`config.mk`:
```
export PLATFORM = sky130hd
export DESIGN_NAME = relm_uart_tx_io
export DESIGN_NICKNAME = d
export VERILOG_FILES = /design/src/rtl/relm_uart_tx_io.sv
export SDC_FILE = /design/constraint.sdc
export NUM_CORES = 1
export LEC_CHECK = 0
export CAP_MARGIN = 20
export CELL_PAD_IN_SITES_DETAIL_PLACEMENT = 0
export CELL_PAD_IN_SITES_GLOBAL_PLACEMENT = 2
export CORE_ASPECT_RATIO = 1.75
export CORE_MARGIN = 5
export CORE_UTILIZATION = 33
export CTS_BUF_LIST = sky130_fd_sc_hd__clkbuf_8
export DETAILED_ROUTE_END_ITERATION = 7
export PLACE_DENSITY_LB_ADDON = 0.12
export SYNTH_ARGS = -nofsm -noshare
export SYNTH_HDL_FRONTEND = slang
export SYNTH_SLANG_ARGS = --single-unit
export TNS_END_PERCENT = 10
```
`constraint.sdc`:
```
create_clock -name clk -period 8 [get_ports clk]
set_clock_uncertainty 0.05 [all_clocks]
set_input_delay 1.6 -clock clk [delete_from_list [all_inputs] [get_ports clk]]
set_output_delay 1.6 -clock clk [all_outputs]
set_load 0.005 [all_outputs]
```
`src/rtl/relm_uart_tx_io.sv`:
```
// ReLM push-channel consumer: buffers the low byte of each accepted push in a
// small FIFO and sends it as 8N1 serial on txd, asking the PE to retry while full.
module relm_uart_tx_io #(
    parameter int WD           = 32,
    parameter int WAD          = 4,
    parameter int CLKS_PER_BIT = 434
) (
    input  logic        clk,
    input  logic        rst,
    input  logic [WD:0] push_d,
    output logic        push_retry,
    output logic        txd,
    output logic        tx_idle
);

    localparam int DEPTH = 2 ** WAD;
    localparam int CW    = $clog2(CLKS_PER_BIT);

    typedef enum logic [1:0] {
        S_IDLE,
        S_START,
        S_DATA,
        S_STOP
    } state_e;

    state_e           state_q, state_d;
    logic [7:0]       mem_q [DEPTH];
    logic [WAD-1:0]   wr_ptr_q, wr_ptr_d;
    logic [WAD-1:0]   rd_ptr_q, rd_ptr_d;
    logic [WAD:0]     count_q, count_d;
    logic [CW-1:0]    baud_q, baud_d;
    logic [2:0]       bit_q, bit_d;
    logic [7:0]       shift_q, shift_d;
    logic             txd_q, txd_d;

    logic             full;
    logic             wr_en;
    logic             pop;
    logic             baud_wrap;
    logic             fifo_nonempty;
    logic             unused_push_bits;

    // Only the low byte is transmitted; the rest of the channel word is ignored.
    assign unused_push_bits = ^push_d[WD-1:8];

    // Retry is a pure decode of registered count so it never loops back through push_d.
    assign full          = (count_q == (WAD+1)'(DEPTH));
    assign fifo_nonempty = (count_q != '0);
    assign wr_en         = push_d[WD] && !full;
    assign baud_wrap     = (baud_q == CW'(CLKS_PER_BIT - 1));

    always_comb begin
        state_d = state_q;
        baud_d  = baud_q;
        bit_d   = bit_q;
        shift_d = shift_q;
        txd_d   = txd_q;
        pop     = 1'b0;

        case (state_q)
            S_IDLE: begin
                txd_d = 1'b1;
                if (fifo_nonempty) begin
                    pop     = 1'b1;
                    shift_d = mem_q[rd_ptr_q];
                    baud_d  = '0;
                    txd_d   = 1'b0;
                    state_d = S_START;
                end
            end
            S_START: begin
                if (baud_wrap) begin
                    baud_d  = '0;
                    txd_d   = shift_q[0];
                    bit_d   = 3'd0;
                    state_d = S_DATA;
                end else begin
                    baud_d = baud_q + CW'(1);
                end
            end
            S_DATA: begin
                if (baud_wrap) begin
                    baud_d = '0;
                    if (bit_q == 3'd7) begin
                        txd_d   = 1'b1;
                        state_d = S_STOP;
                    end else begin
                        // Next bit is the one that becomes shift[0] after this shift.
                        shift_d = {1'b0, shift_q[7:1]};
                        bit_d   = bit_q + 3'd1;
                        txd_d   = shift_q[1];
                    end
                end else begin
                    baud_d = baud_q + CW'(1);
                end
            end
            S_STOP: begin
                if (baud_wrap) begin
                    baud_d = '0;
                    if (fifo_nonempty) begin
                        // Chain straight into the next start bit: no idle gap.
                        pop     = 1'b1;
                        shift_d = mem_q[rd_ptr_q];
                        txd_d   = 1'b0;
                        state_d = S_START;
                    end else begin
                        txd_d   = 1'b1;
                        state_d = S_IDLE;
                    end
                end else begin
                    baud_d = baud_q + CW'(1);
                end
            end
            default: begin
                txd_d   = 1'b1;
                baud_d  = '0;
                state_d = S_IDLE;
            end
        endcase
    end

    always_comb begin
        wr_ptr_d = wr_ptr_q;
        rd_ptr_d = rd_ptr_q;
        count_d  = count_q;
        if (wr_en) begin
            wr_ptr_d = wr_ptr_q + WAD'(1);
        end
        if (pop) begin
            rd_ptr_d = rd_ptr_q + WAD'(1);
        end
        case ({wr_en, pop})
            2'b10:   count_d = count_q + (WAD+1)'(1);
            2'b01:   count_d = count_q - (WAD+1)'(1);
            default: count_d = count_q;
        endcase
    end

    always_ff @(posedge clk or posedge rst) begin
        if (rst) begin
            state_q  <= S_IDLE;
            wr_ptr_q <= '0;
            rd_ptr_q <= '0;
            count_q  <= '0;
            baud_q   <= '0;
            bit_q    <= 3'd0;
            shift_q  <= 8'h00;
            txd_q    <= 1'b1;
        end else begin
            state_q  <= state_d;
            wr_ptr_q <= wr_ptr_d;
            rd_ptr_q <= rd_ptr_d;
            count_q  <= count_d;
            baud_q   <= baud_d;
            bit_q    <= bit_d;
            shift_q  <= shift_d;
            txd_q    <= txd_d;
        end
    end

    // Storage needs no reset: the pointers and count define which entries are live.
    always_ff @(posedge clk) begin
        if (wr_en) begin
            mem_q[wr_ptr_q] <= push_d[7:0];
        end
    end

    assign txd        = txd_q;
    assign push_retry = full;
    assign tx_idle    = (state_q == S_IDLE) && !fifo_nonempty;

endmodule

```
* Word-level counts from Yosys, hierarchy flattened *
Memories as Yosys holds them, arrays and structs flattened.
Cells that the tools add are included.

storage, ports and cells
  memory bits (writable) = 128
  memories = 1
  logic and storage cells = 74
  output and inout bits = 3
  register bits = 36

cells by class
  reductions and logical operators = 14
  muxes and demuxes = 31
  $add $sub $neg = 6
  eq/ne operators = 14

memories
  name   depth  bits a word  read ports  clocked after Yosys merged registers in  wr ports  line  source
  mem_q  16     8            1           0                                        1         27    logic [7:0] mem_q [DEPTH];

operator list
  kind                   count
  $mux W8                4
  $pmux W8 S3            1
  $mux W9                2
  $pmux W9 S2            1
  $ne A2 B2 Y1 const B   6
  $mux W1                10
  $mux W2                5
  $pmux W5 S2            1
  $add A9 B1 Y9 const B  1
  $eq A9 B9 Y1 const B   1
  $mux W3                3
  $add A4 B1 Y4 const B  2
  $pmux W2 S4            1
  $reduce_and A4 Y1      2
  $eq A2 B2 Y1 const B   3
  $pmux W3 S2            1
  $add A5 B1 Y5 const B  1
  $eq A5 B5 Y1 const B   1
  $reduce_and A5 Y1      1
  $reduce_bool A5 Y1     1
  $sub A5 B1 Y5 const B  1
  $eq A2 B1 Y1 const B   2
  $pmux W1 S4            1
  $reduce_bool A2 Y1     2
  9 further kinds        11

* Longest topological paths before layout *
  depth in word-level cells = 6
  mapped depth = 13
  depth with buffers taken out = 13

* Least setup slack after synthesis *
No wires, ideal clock.

  kind = input to register
  start = input port push_d[32]
  end = register count_q[4]
  cell stages on the path = 11
  path slack = 4638 ps
  buffers on the path = 1
  data required time = 7870 ps
  data arrival time = 3232 ps
  cell sequence = and2_1 > buf_2 > inv_2 > ha_1 > inv_1 > fa_1 > nor2b_1 > o21ai_0 > and3_1 > nor3_1 > xnor2_1

on the way
  word-level cells in the longest chain between the ends = 3

RTL lines
  item                                                      line  source
  start, declared                                           10    input logic [WD:0] push_d,
  $logic_and A1 B1 Y1 *                                     49    assign wr_en = push_d[WD] && !full;
  $eq A2 B1 Y1 / $eq A2 B2 Y1 (equally long branches)       132   case ({wr_en, pop})
  $pmux W5 S2 / $reduce_bool A2 Y1 (equally long branches)  --
  end signal, assigned                                      153   count_q <= count_d;
  end, declared                                             30    logic [WAD:0] count_q, count_d;

Every way passes the cells marked *; elsewhere a longest branch is shown, timed or not.
A chain may end at the register's enable or synchronous reset.

* Worst setup path after layout *
  start = register count_q[0]
  end = output port tx_idle

on the way
  word-level cells in the longest chain between the ends = 3

RTL lines
  item                 line  source
  $reduce_bool A5 Y1   48    assign fifo_nonempty = (count_q != '0);
  $logic_not A1 Y1     170   assign tx_idle = (state_q == S_IDLE) && !fifo_nonempty;
  $logic_and A1 B1 Y1  170
  end, declared        13    output logic tx_idle

No other way between the ends.

==> results.md <==
- WS Path Type: reg -> out
- Number of synthesized register bits: 164
- Drt first pass iters: 5
- Fill count: 1999
- Slew headroom: 34.7%
- Layout Utilization: 37.0%
- 1st-iter DRT viols: 181
- ANT nets after route: 0
- Synth warn: 0
- Largest family of logic cells by synthesized area: multiplexers
- Root buf cell: clkbuf_8
- First-pass GRT wire length: 22900 microns
- Die width: 120 microns
- Net Count, Synth: 487
- H-Tree Depth: 4
- FF+latch area: 0.00475 sq mm
- Port bufs: 13
- Nature of the critical path startpoint: register
- Setup violators final: 0
- Hold Path Class: reg -> reg
- Vias: 3567
- Largest cells by area after synthesis: edfxtp_1 55%, dfrtp_1 13%, mux4_2 9.3%
- Status: completed
- Wire length per cell: 20.0 microns
- Hold_ws: 419 ps
- Worst vdd ir: 122 uV
- GR Util met2: 25.1%
- Setup Fix Bufs, Post-CTS: 0
- CP endpoint kind: output pin
- Netlist cell types: 54
- Post-Synthesis Cells: 432
- Placed cell area: 0.00738 sq mm
- Antenna violations before repair: 0
- GRT overflow: 0
- Post-CTS sizing: 0
- Post-synthesis area per instance: 16.2 sq um
- CTS buffer count: 17
- Slew Viols, Final: 0
- Synth top area share: 54.9%
- GR Util met3: 2.93%
- Most frequent cells in the layout: 128 x edfxtp_1, 34 x dfrtp_1, 29 x mux4_2
- Final hold viol count: 0
- Vias in the first global route: 4010
- Final GP Congestion: 0.712
- Sequential area share after synthesis: 67.8%
- FMAX: 0.239 GHz
- Grt met1 use: 12.8%
- Num rows: 70
- CP Data Arrival Time: 2540 ps
- Max cap viols: 0
- Worst-skew pair later-pin latency: 460 ps
- GRT Total Usage: 12.8%
- # IOs: 38
- Vias/cell: 4.97
- Mux contribution to synthesized area: 11.5%
- # diodes: 0
- # DRC: 0
- Worst path required time: 6350 ps
- Adder and majority cell fraction of the synthesized area: 3.68%
- CP max FO: 9
- Share of cells above drive strength 1: 17.0%
- Simple-gate area share of the yosys netlist: 6.15%
- Clock-pin slew on the worst setup and hold paths: 90 ps
- Hold buffer count at CTS: 0
- Die Y: 203 microns
- Xor/xnor share of the synthesized area: 1.50%
- Synth area leader: edfxtp_1
- Fin crit share: 52.4%
- CORE AREA: 0.0209 sq mm
- TritonCTS clock tree: built
- Die Area: 0.0243 sq mm
- Area taken by multi-input logic gates: 0.00208 sq mm
- Fin area: 0.00775 sq mm
- Initial Utilization: 33.4%
- Total power: 1.82 mW
- Leakage power: 2.63 nW
- Largest net degree at the start of global routing: 37
- CTS max path bufs: 2
- Drt total wl: 14400 microns
- Placed Cells incl. Taps: 685
- Non-Filler Instances: 717
- RSZ-0062 raised after global routing: false
- Detailed placer's ending HPWL: 10200 microns
- Setup TNS: 0 ps
- Final WS setup: 3810 ps
- Commonest non-fill, non-tap cell in the layout: edfxtp_1
- Fin crit period: 4190 ps
- Measured slew at the worst slew-check pin: 976 ps
- Mapped Area: 0.00700 sq mm
- Pwr dens: 235 mW/mm^2
- Synth-to-Final Area Change: 10.8%
- Clock sinks: 164
- Complex-gate fraction of the synthesized area: 6.83%
- Pre-CTS setup slack: 3920 ps
- Final #Nets: 507
- GRT busiest layer: met2
-- report_power, final --
| part | internal, mW | leakage (nW) | switching (mW) |
|---|---|---|---|
| Combinational | 0.0761 | 0.850 | 0.125 |
| Clock | 0.247 | 0.180 | 0.323 |
| Sequential | 1.01 | 1.60 | 0.0406 |
-- metal layers --
metal / vias to the layer above / routed length (microns)
li1: 1705 / -
met1: 1817 / 5240
met2: 34 / 8630
met3: 11 / 302
met4: 0 / 191
met5: - / 0
-- critical path, stage by stage, from the launching register on --
cell and delay, ps:
dfrtp_1 430, nor4_2 560, nand3_1 280, clkinv_1 260
clkdlybuf4s50_1 550
-- state kept, by name (all words and copies together) (netlist names) --
name / cells
mem_q: 128
baud_q: 9
shift_q: 8
count_q: 5
rd_ptr_q: 4
wr_ptr_q: 4
bit_q: 3
state_q: 2
txd: 1
-- final cells by class --
| type | count | area share, % |
|---|---|---|
| Sequential cell | 164 | 61.2 |
| Multi-Input combinational cell | 232 | 26.8 |
| Tap cell | 252 | 4.07 |
| Clock buffer | 17 | 3.02 |
| Timing Repair Buffer | 19 | 2.26 |
| Clock inverter | 15 | 1.71 |
| Inverter | 18 | 0.872 |
-- synthesized netlist by cell type (all sizes together) --
| cell | count |
|---|---|
| inv | 17 |
| o31ai | 4 |
| and4 | 1 |
| o21bai | 1 |
| and3 | 1 |
| a22o | 1 |
| nor3 | 7 |
| mux4 | 31 |
| xor2 | 5 |
| fa | 1 |
| o311ai | 1 |
| and2 | 3 |
| clkbuf | 6 |
| o22ai | 1 |
| nor2 | 26 |
| a21oi | 25 |
| mux2 | 3 |
| nand3 | 5 |
| buf | 12 |
| or2 | 1 |
| a22oi | 15 |
| o21ai | 21 |
| nor2b | 5 |
| clkinv | 1 |
| ha | 19 |
| dfrtp | 35 |
| nand4 | 3 |
| o221ai | 1 |
| edfxtp | 128 |
| mux2i | 6 |
| dfstp | 1 |
| nand2b | 3 |
| a2111oi | 1 |
| a31oi | 1 |
| nor4 | 2 |
| o221a | 1 |
| nand4b | 1 |
| nor3b | 1 |
| nand2 | 26 |
| a21o | 1 |
| xnor2 | 7 |
| o41ai | 1 |
-- final timing paths --
path                       startpoint     endpoint  slack [ps]  cells past startpoint
min in group asynchronous         rst  wr_ptr_q[2]        1500                      3
min                               txd          txd         420                      2
max reg2reg                state_q[0]   count_q[4]        4740                     13
min reg2reg                       txd          txd         420                      2
max in group asynchronous         rst  rd_ptr_q[0]        6020                      3
max                        count_q[0]      tx_idle        3810                      4
-- kinds of logic (layout without fill, tap and decap cells) --
| kind of cell | Yosys count | after routing |
|---|---|---|
| AOI/OAI and AO/OA | 75 | 75 |
| xor gates and xnor gates | 12 | 12 |
| adders and majority gates | 20 | 20 |
| buffers and inverters | 36 | 69 |
| DFF | 164 | 164 |
| muxes | 40 | 40 |
| and+or+nand+nor | 85 | 85 |
No activity file was read; power rests on OpenSTA's default activity.
